`config.mk`:
```
export PLATFORM = sky130hd
export DESIGN_NAME = csa_accumulator
export DESIGN_NICKNAME = d
export VERILOG_FILES = /design/src/rtl/csa_accumulator.sv
export SDC_FILE = /design/constraint.sdc
export NUM_CORES = 1
export LEC_CHECK = 0
export CAP_MARGIN = 20
export CORE_ASPECT_RATIO = 1.5
export CORE_MARGIN = 1
export CORE_UTILIZATION = 52
export DETAILED_ROUTE_END_ITERATION = 8
export PLACE_DENSITY_LB_ADDON = 0.15
export REMOVE_ABC_BUFFERS = 1
export SETUP_SLACK_MARGIN = 0.02
export SLEW_MARGIN = 5
export SYNTH_ARGS = -nofsm -noshare
export SYNTH_HDL_FRONTEND = slang
export SYNTH_SLANG_ARGS = --single-unit
```
`constraint.sdc`:
```
create_clock -name clk -period 3.1 [get_ports clk]
set_clock_uncertainty 0.05 [all_clocks]
set_input_delay 0.62 -clock clk [delete_from_list [all_inputs] [get_ports clk]]
set_output_delay 0.62 -clock clk [all_outputs]
set_load 0.01 [all_outputs]
```
`src/rtl/csa_accumulator.sv`:
```
// rtl/csa_accumulator.sv - carry-save accumulator that compresses operand groups to a sum/carry pair
//
// Purpose:
//   Accepts a stream of BITS-wide operands and keeps a redundant sum/carry pair.
//   Each accepted operand costs one 3:2 compression, so there is no carry chain.
//   A group ends when an operand arrives with in_last, or when MAX_OPS operands
//   have been taken. The pair is then presented downstream for a carry-propagate
//   adder: (out_sum + out_carry) mod 2^BITS equals the group total.
//
// Ports:
//   clk        in   1        rising-edge clock
//   rst_n      in   1        asynchronous active-low reset
//   in_valid   in   1        operand valid
//   in_ready   out  1        operand accept (combinational from state and out_ready)
//   in_data    in   BITS     operand
//   in_last    in   1        final operand of a group
//   out_valid  out  1        group result valid
//   out_ready  in   1        downstream adder ready
//   out_sum    out  BITS     carry-save sum vector
//   out_carry  out  BITS     carry-save carry vector, already shifted left
//   out_count  out  CNT_W    operands in the group
//   out_trunc  out  1        group closed by MAX_OPS without in_last

module csa_accumulator #(
  parameter int BITS    = 8,
  parameter int MAX_OPS = 16
) (
  input  logic                             clk,
  input  logic                             rst_n,
  input  logic                             in_valid,
  output logic                             in_ready,
  input  logic [BITS-1:0]                  in_data,
  input  logic                             in_last,
  output logic                             out_valid,
  input  logic                             out_ready,
  output logic [BITS-1:0]                  out_sum,
  output logic [BITS-1:0]                  out_carry,
  output logic [$clog2(MAX_OPS+1)-1:0]     out_count,
  output logic                             out_trunc
);

  localparam int CNT_W = $clog2(MAX_OPS + 1);
  localparam logic [CNT_W-1:0] MAX_CNT = CNT_W'(MAX_OPS);
  localparam logic [CNT_W-1:0] ONE_CNT = CNT_W'(1);

  typedef enum logic [1:0] {
    IDLE  = 2'd0,
    ACCUM = 2'd1,
    HOLD  = 2'd2
  } state_t;

  state_t            r_state;
  logic [BITS-1:0]   r_s;
  logic [BITS-1:0]   r_c;
  logic [CNT_W-1:0]  r_cnt;
  logic              r_out_valid;
  logic              r_trunc;
  // Cleared by reset and set on the first clock edge afterwards, so in_ready
  // stays low until the block has actually been clocked out of reset.
  logic              r_live;

  logic              w_accept;
  logic              w_start;
  logic              w_start_close;
  logic              w_accum_close;
  logic [BITS-1:0]   w_maj;
  logic [BITS-1:0]   w_s_next;
  logic [BITS-1:0]   w_c_next;
  logic [CNT_W-1:0]  w_cnt_inc;

  always_comb begin
    in_ready = 1'b0;
    if (r_live) begin
      case (r_state)
        IDLE:    in_ready = 1'b1;
        ACCUM:   in_ready = 1'b1;
        HOLD:    in_ready = out_ready;
        default: in_ready = 1'b0;
      endcase
    end
  end

  assign w_accept = in_valid && in_ready;

  // In HOLD an accepted operand implies the result transfers on the same edge,
  // so it opens a new group exactly as it would from IDLE.
  assign w_start = w_accept && (r_state != ACCUM);

  // 3:2 compressor: per-bit full adder, majority shifted into the next column.
  // The shift drops the MSB carry-out and leaves bit 0 at zero; with BITS==1
  // the shifted vector is always zero.
  assign w_maj    = (r_s & r_c) | (r_s & in_data) | (r_c & in_data);
  assign w_s_next = r_s ^ r_c ^ in_data;
  assign w_c_next = w_maj << 1;

  assign w_cnt_inc     = r_cnt + ONE_CNT;
  assign w_start_close = in_last || (MAX_OPS == 1);
  assign w_accum_close = in_last || (w_cnt_inc == MAX_CNT);

  always_ff @(posedge clk or negedge rst_n) begin
    if (!rst_n) begin
      r_state     <= IDLE;
      r_s         <= '0;
      r_c         <= '0;
      r_cnt       <= '0;
      r_out_valid <= 1'b0;
      r_trunc     <= 1'b0;
      r_live      <= 1'b0;
    end else begin
      r_live <= 1'b1;
      if (w_start) begin
        r_s   <= in_data;
        r_c   <= '0;
        r_cnt <= ONE_CNT;
        if (w_start_close) begin
          r_state     <= HOLD;
          r_out_valid <= 1'b1;
          r_trunc     <= !in_last;
        end else begin
          r_state     <= ACCUM;
          r_out_valid <= 1'b0;
          r_trunc     <= 1'b0;
        end
      end else if (w_accept) begin
        // Only reachable in ACCUM.
        r_s   <= w_s_next;
        r_c   <= w_c_next;
        r_cnt <= w_cnt_inc;
        if (w_accum_close) begin
          r_state     <= HOLD;
          r_out_valid <= 1'b1;
          r_trunc     <= !in_last;
        end
      end else if ((r_state == HOLD) && out_ready) begin
        r_state     <= IDLE;
        r_out_valid <= 1'b0;
        r_trunc     <= 1'b0;
      end
    end
  end

  // The accumulator registers are not touched while a result is held, so they
  // double as the registered result outputs.
  assign out_valid = r_out_valid;
  assign out_sum   = r_s;
  assign out_carry = r_c;
  assign out_count = r_cnt;
  assign out_trunc = r_trunc;

endmodule

```
### After elaboration in Yosys (flattened, before gate mapping)

Index checks and enable logic that the tools add are counted.

* bits in registers: 26
* input port bits: 13
* output and inout port bits: 24
* logic and storage cells: 52

* add/subtract/negate cells: 1
* equal/unequal tests: 5
* muxes and demuxes: 22
* bitwise gates (word level): 7
* reduce and logical (&&, ||, !) cells: 10

Operator list (count)
* 8-bit 2-to-1 mux: 4
* 7-bit AND: 3
* 8-bit bitwise XOR: 2
* 7-bit bitwise OR: 2
* 1-bit 2-to-1 mux: 10
* 2-bit 2-to-1 mux: 5
* 5-bit 2-to-1 mux: 2
* 5-bit by 1-bit adder with 5-bit output, second input constant: 1
* 5-bit equality test, second input constant: 1
* 1-bit logical AND: 3
* 3-bit by 1-bit inequality test with 1-bit output, second input constant: 1
* 3-bit nonzero test: 1
* 2-bit by 1-bit equality test with 1-bit output, second input constant: 1
* 2-bit equality test, second input constant: 1
* 2-bit logical NOT: 1
* 2-bit by 1-bit inequality test with 1-bit output, second input constant: 1
* 1-bit case mux with 2 select lines: 1
* 2-bit AND reduction: 1
* 2-bit nonzero test: 1
* 2-bit OR reduction: 1
* 1-bit logical NOT: 1
* 1-bit logical OR: 1

### Longest topological paths before layout

* depth after elaboration: 8
* gate-level depth with buffers: 5
* depth with buffers taken out: 5

### Worst setup path after synthesis

Ideal clock, no wire load.

* path type: input -> output
* start point: input out_ready
* end point: output in_ready
* arrival: 960 ps
* data required time: 2430 ps
* slack: 1470 ps
* cell stages on the path: 3
* path buffers: 0
* cells stage by stage: nand2b_1 -> nand2_1 -> and2_1

* word-level cells in the longest chain between the ends: 2

RTL lines
* start, declared: line 35 `input logic out_ready,`
* 1-bit case mux with 2 select lines: line 74 `case (r_state)`
* 1-bit 2-to-1 mux: line 73 `if (r_live) begin`
* end, declared: line 31 `output logic in_ready,`

Every way passes these cells.

### Worst setup path in the final report

Same ends and word-level chain as after synthesis.

==> metrics.md <==
| Metric | Value |
|---|---|
| Status | `completed` |
| Req. time, crit path | `2430 ps` |
| Max Root-Sink Buffers | `2` |
| Gpl congestion | `0.804` |
| Post-Syn Area per Cell | `9.44 um^2` |
| Vias in the first global route | `approximately 1100` |
| Area leader, netlist | `dfrtp_1` |
| Max-Slew Margin vs Limit | `0.405` |
| Synth top area cells | `dfrtp_1, fa_1, nand2_1` |
| Setup CP Type | `input pin to output port` |
| Critical Path Fanout Max | `3` |
| Post-synthesis simple-gate area fraction | `0.151` |
| Kind of end point of the critical path | `output port` |
| Die H | `about 66 um` |
| Post-layout min period | `2630 ps` |
| Final setup viols | `0` |
| Count leader, synth | `dfrtp_1` |
| Compound-Gate Fraction of Synth Area | `0.192` |
| Synthesis-to-finish area growth | `27.9%` |
| Final #Nets | `between 200 and 250` |
| Maxcap violations | `0` |
| Iter 0 DRT Violations | `28` |
| CP arrival | `roughly 2000 ps` |
| Core Region | `~2500 um^2` |
| Share of layout cells above drive strength 1 | `0.0870` |
| Pin count of the biggest net entering global routing | `34` |
| Synth async-reset ratio | `1.00` |
| RSZ-0062 raised after global routing | `false` |
| Gr ovfl total | `0` |
| Post-CTS Hold Fix Bufs | `0` |
| Static leakage | `0.764 nW` |
| Row count | `22` |
| TritonCTS buffer count | `3` |
| Port bufs | `35` |
| PwrDens | `roughly 520 nW/um^2` |
| Ys flop type | `dfrtp_1` |
| Post-DP HPWL | `2210 um` |
| Skew-Pair Late Insertion Delay | `320 ps` |
| # fillers | `roughly 180` |
| Syn. warnings | `0` |
| Initial Utilization | `0.561` |
| FMAX | `380 MHz` |
| Portion of netlist area occupied by mux cells | `0.0142` |
| Drt drc | `0` |
| Initial antenna violation count | `0` |
| Clock sink total | `24` |
| DR pass1 iterations | `4` |
| WL met2 | `~1600 um` |
| Die X | `44.5 um` |
| Max Slew Vio Count | `0` |
| Post-Synth XOR/XNOR Area | `0.0125` |
| CTS resizes | `0` |
| H-tree Lvls | `1` |
| Worst Hold Class | `flip-flop to flip-flop` |
| Die area | `roughly 2900 um^2` |
| Crit share post-route | `0.850` |
| EDFF count, synth | `0` |
| Seq/Total Area, Yosys | `0.427` |
| Worst-path clk slew | `130 ps` |
| Metal-1 WL | `approximately 1200 um` |
| Largest family of logic cells by synthesized area | `compound AO/OA/AOI/OAI gates` |
| Diode count | `0` |
| First-pass GRT wire length | `roughly 5000 um` |
| Via Count | `1148` |
| Post-synthesis cell type count | `34` |
| Total GRT Usage | `0.236` |
| Root Buffer | `clkbuf_4` |
| Syn Inst Count | `149` |
| Hold Violations, Final | `0` |
| # IOs | `37` |
| Worst slew pin tran | `893 ps` |
| Avg WL per Cell | `13.4 um` |
| Uppermost routed layer | `met4` |
| Yosys reg bits | `24` |
| Yosys top cell area share | `0.427` |
| Avg Vias per Cell | `5.22` |
| Adder-Cell Fraction of Synth Area | `0.103` |
| Fin util | `0.718` |
| Post-route ant nets | `0` |
| TritonCTS clock tree | `yes` |
| Setup TNS Final | `0 ps` |
| Setup Buffers After CTS | `0` |
| DRT Wirelength | `2950 um` |
| Metal3 WL | `81 um` |
| Setup crit start kind | `input pin` |
| Peak supply drop | `399 uV` |
| Post-synth top cells | `dfrtp_1, nand2_1, inv_1` |
| Synth Cell Area | `1410 um^2` |
-- path summary, 6_finish.rpt --
path	endpoint	start	cells past startpoint	slack, ps
max	in_ready	out_ready	5	470
min	out_trunc$_DFFE_PN0P_	out_trunc$_DFFE_PN0P_	1	460
max reg2reg	r_state[0]$_DFFE_PN0P_	r_state[1]$_DFFE_PN0P_	3	1210
min reg2reg	out_trunc$_DFFE_PN0P_	out_trunc$_DFFE_PN0P_	1	460
max in group asynchronous	r_live$_DFF_PN0_	rst_n	2	2180
min in group asynchronous	out_count[0]$_DFFE_PN0P_	rst_n	2	580
-- sequential cells by signal, summed over array words and instances, names as in the netlist --
register	count
out_count	5
out_carry	7
out_trunc	1
r_state	2
r_live	1
out_sum	8
-- per-stage QoR --
stage / total power [W] / area, um^2 / setup WS, ps / hold WS, ps / std cells
floorplan: 0.000591 / 1350 / 1460 / 274 / 143
global placement: 0.000746 / 1760 / 502 / 421 / 216
detailed placement: 0.000772 / 1760 / 470 / 436 / 216
CTS: 0.000940 / 1800 / 463 / 462 / 220
global route: 0.000998 / 1800 / 409 / 480 / 220
finish: 0.000928 / 1800 / 465 / 456 / 220
-- kinds of logic after synthesis --
| logic type | count (synthesis) |
|---|---|
| simple gates | 46 |
| compound gates | 38 |
| buf+inv | 27 |
| flops | 24 |
| fa+ha+maj | 8 |
| other cells | 2 |
| xor+xnor | 2 |
| mux | 2 |
-- metal layers --
metal	vias up	global-route usage
met3	6	0.0220
met4	0	0.121
li1	566	-
met2	29	0.406
met5	-	0
met1	547	0.282
-- final cells by class --
class / count / area (um^2) / share of cell area
multi-input combinational: 98 / 673 / 0.374
sequential: 24 / 601 / 0.334
timing repair buffer: 37 / 365 / 0.203
inverter: 21 / 78.8 / 0.0438
tap: 36 / 45.0 / 0.0250
clock buffer: 4 / 36.3 / 0.0202
-- power breakdown --
group	internal, W	switching, W	total [W]
registers	0.000365	0.0000558	0.000421
clock network	0.0000718	0.0000933	0.000165
logic	0.000172	0.000170	0.000342
total	0.000609	0.000319	0.000928
-- worst max-delay path, cell delays in order --
cell and delay, ps:
clkdlybuf4s50_1 500, nand2b_1 100, nand2_1 90, and2_1 120
clkdlybuf4s50_1 530
-- cell usage in the layout (no fill, tap or decap) --
cell	instances
clkdlybuf4s50_1	35
dfrtp_1	24
nand2_1	21
inv_1	19
nor2_1	10
o21ai_1	8
o31ai_1	6
fa_1	6
a21oi_1	5
o21ai_0	4
a211oi_1	4
nand3_1	4
a21oi_2	3
clkbuf_4	3
nand2b_1	2
and2_1	2
inv_2	2
nand4b_1	2
a211oi_2	2
mux2i_1	2
xor2_1	2
nor3_1	2
ha_1	2
conb_1	2
buf_4	2
nor2b_2	1
and2_2	1
o21ai_4	1
nand3b_1	1
a222oi_1	1
a31o_1	1
a31oi_1	1
o2111ai_1	1
o22a_1	1
clkbuf_8	1
Power figures use the tool's default switching activity.
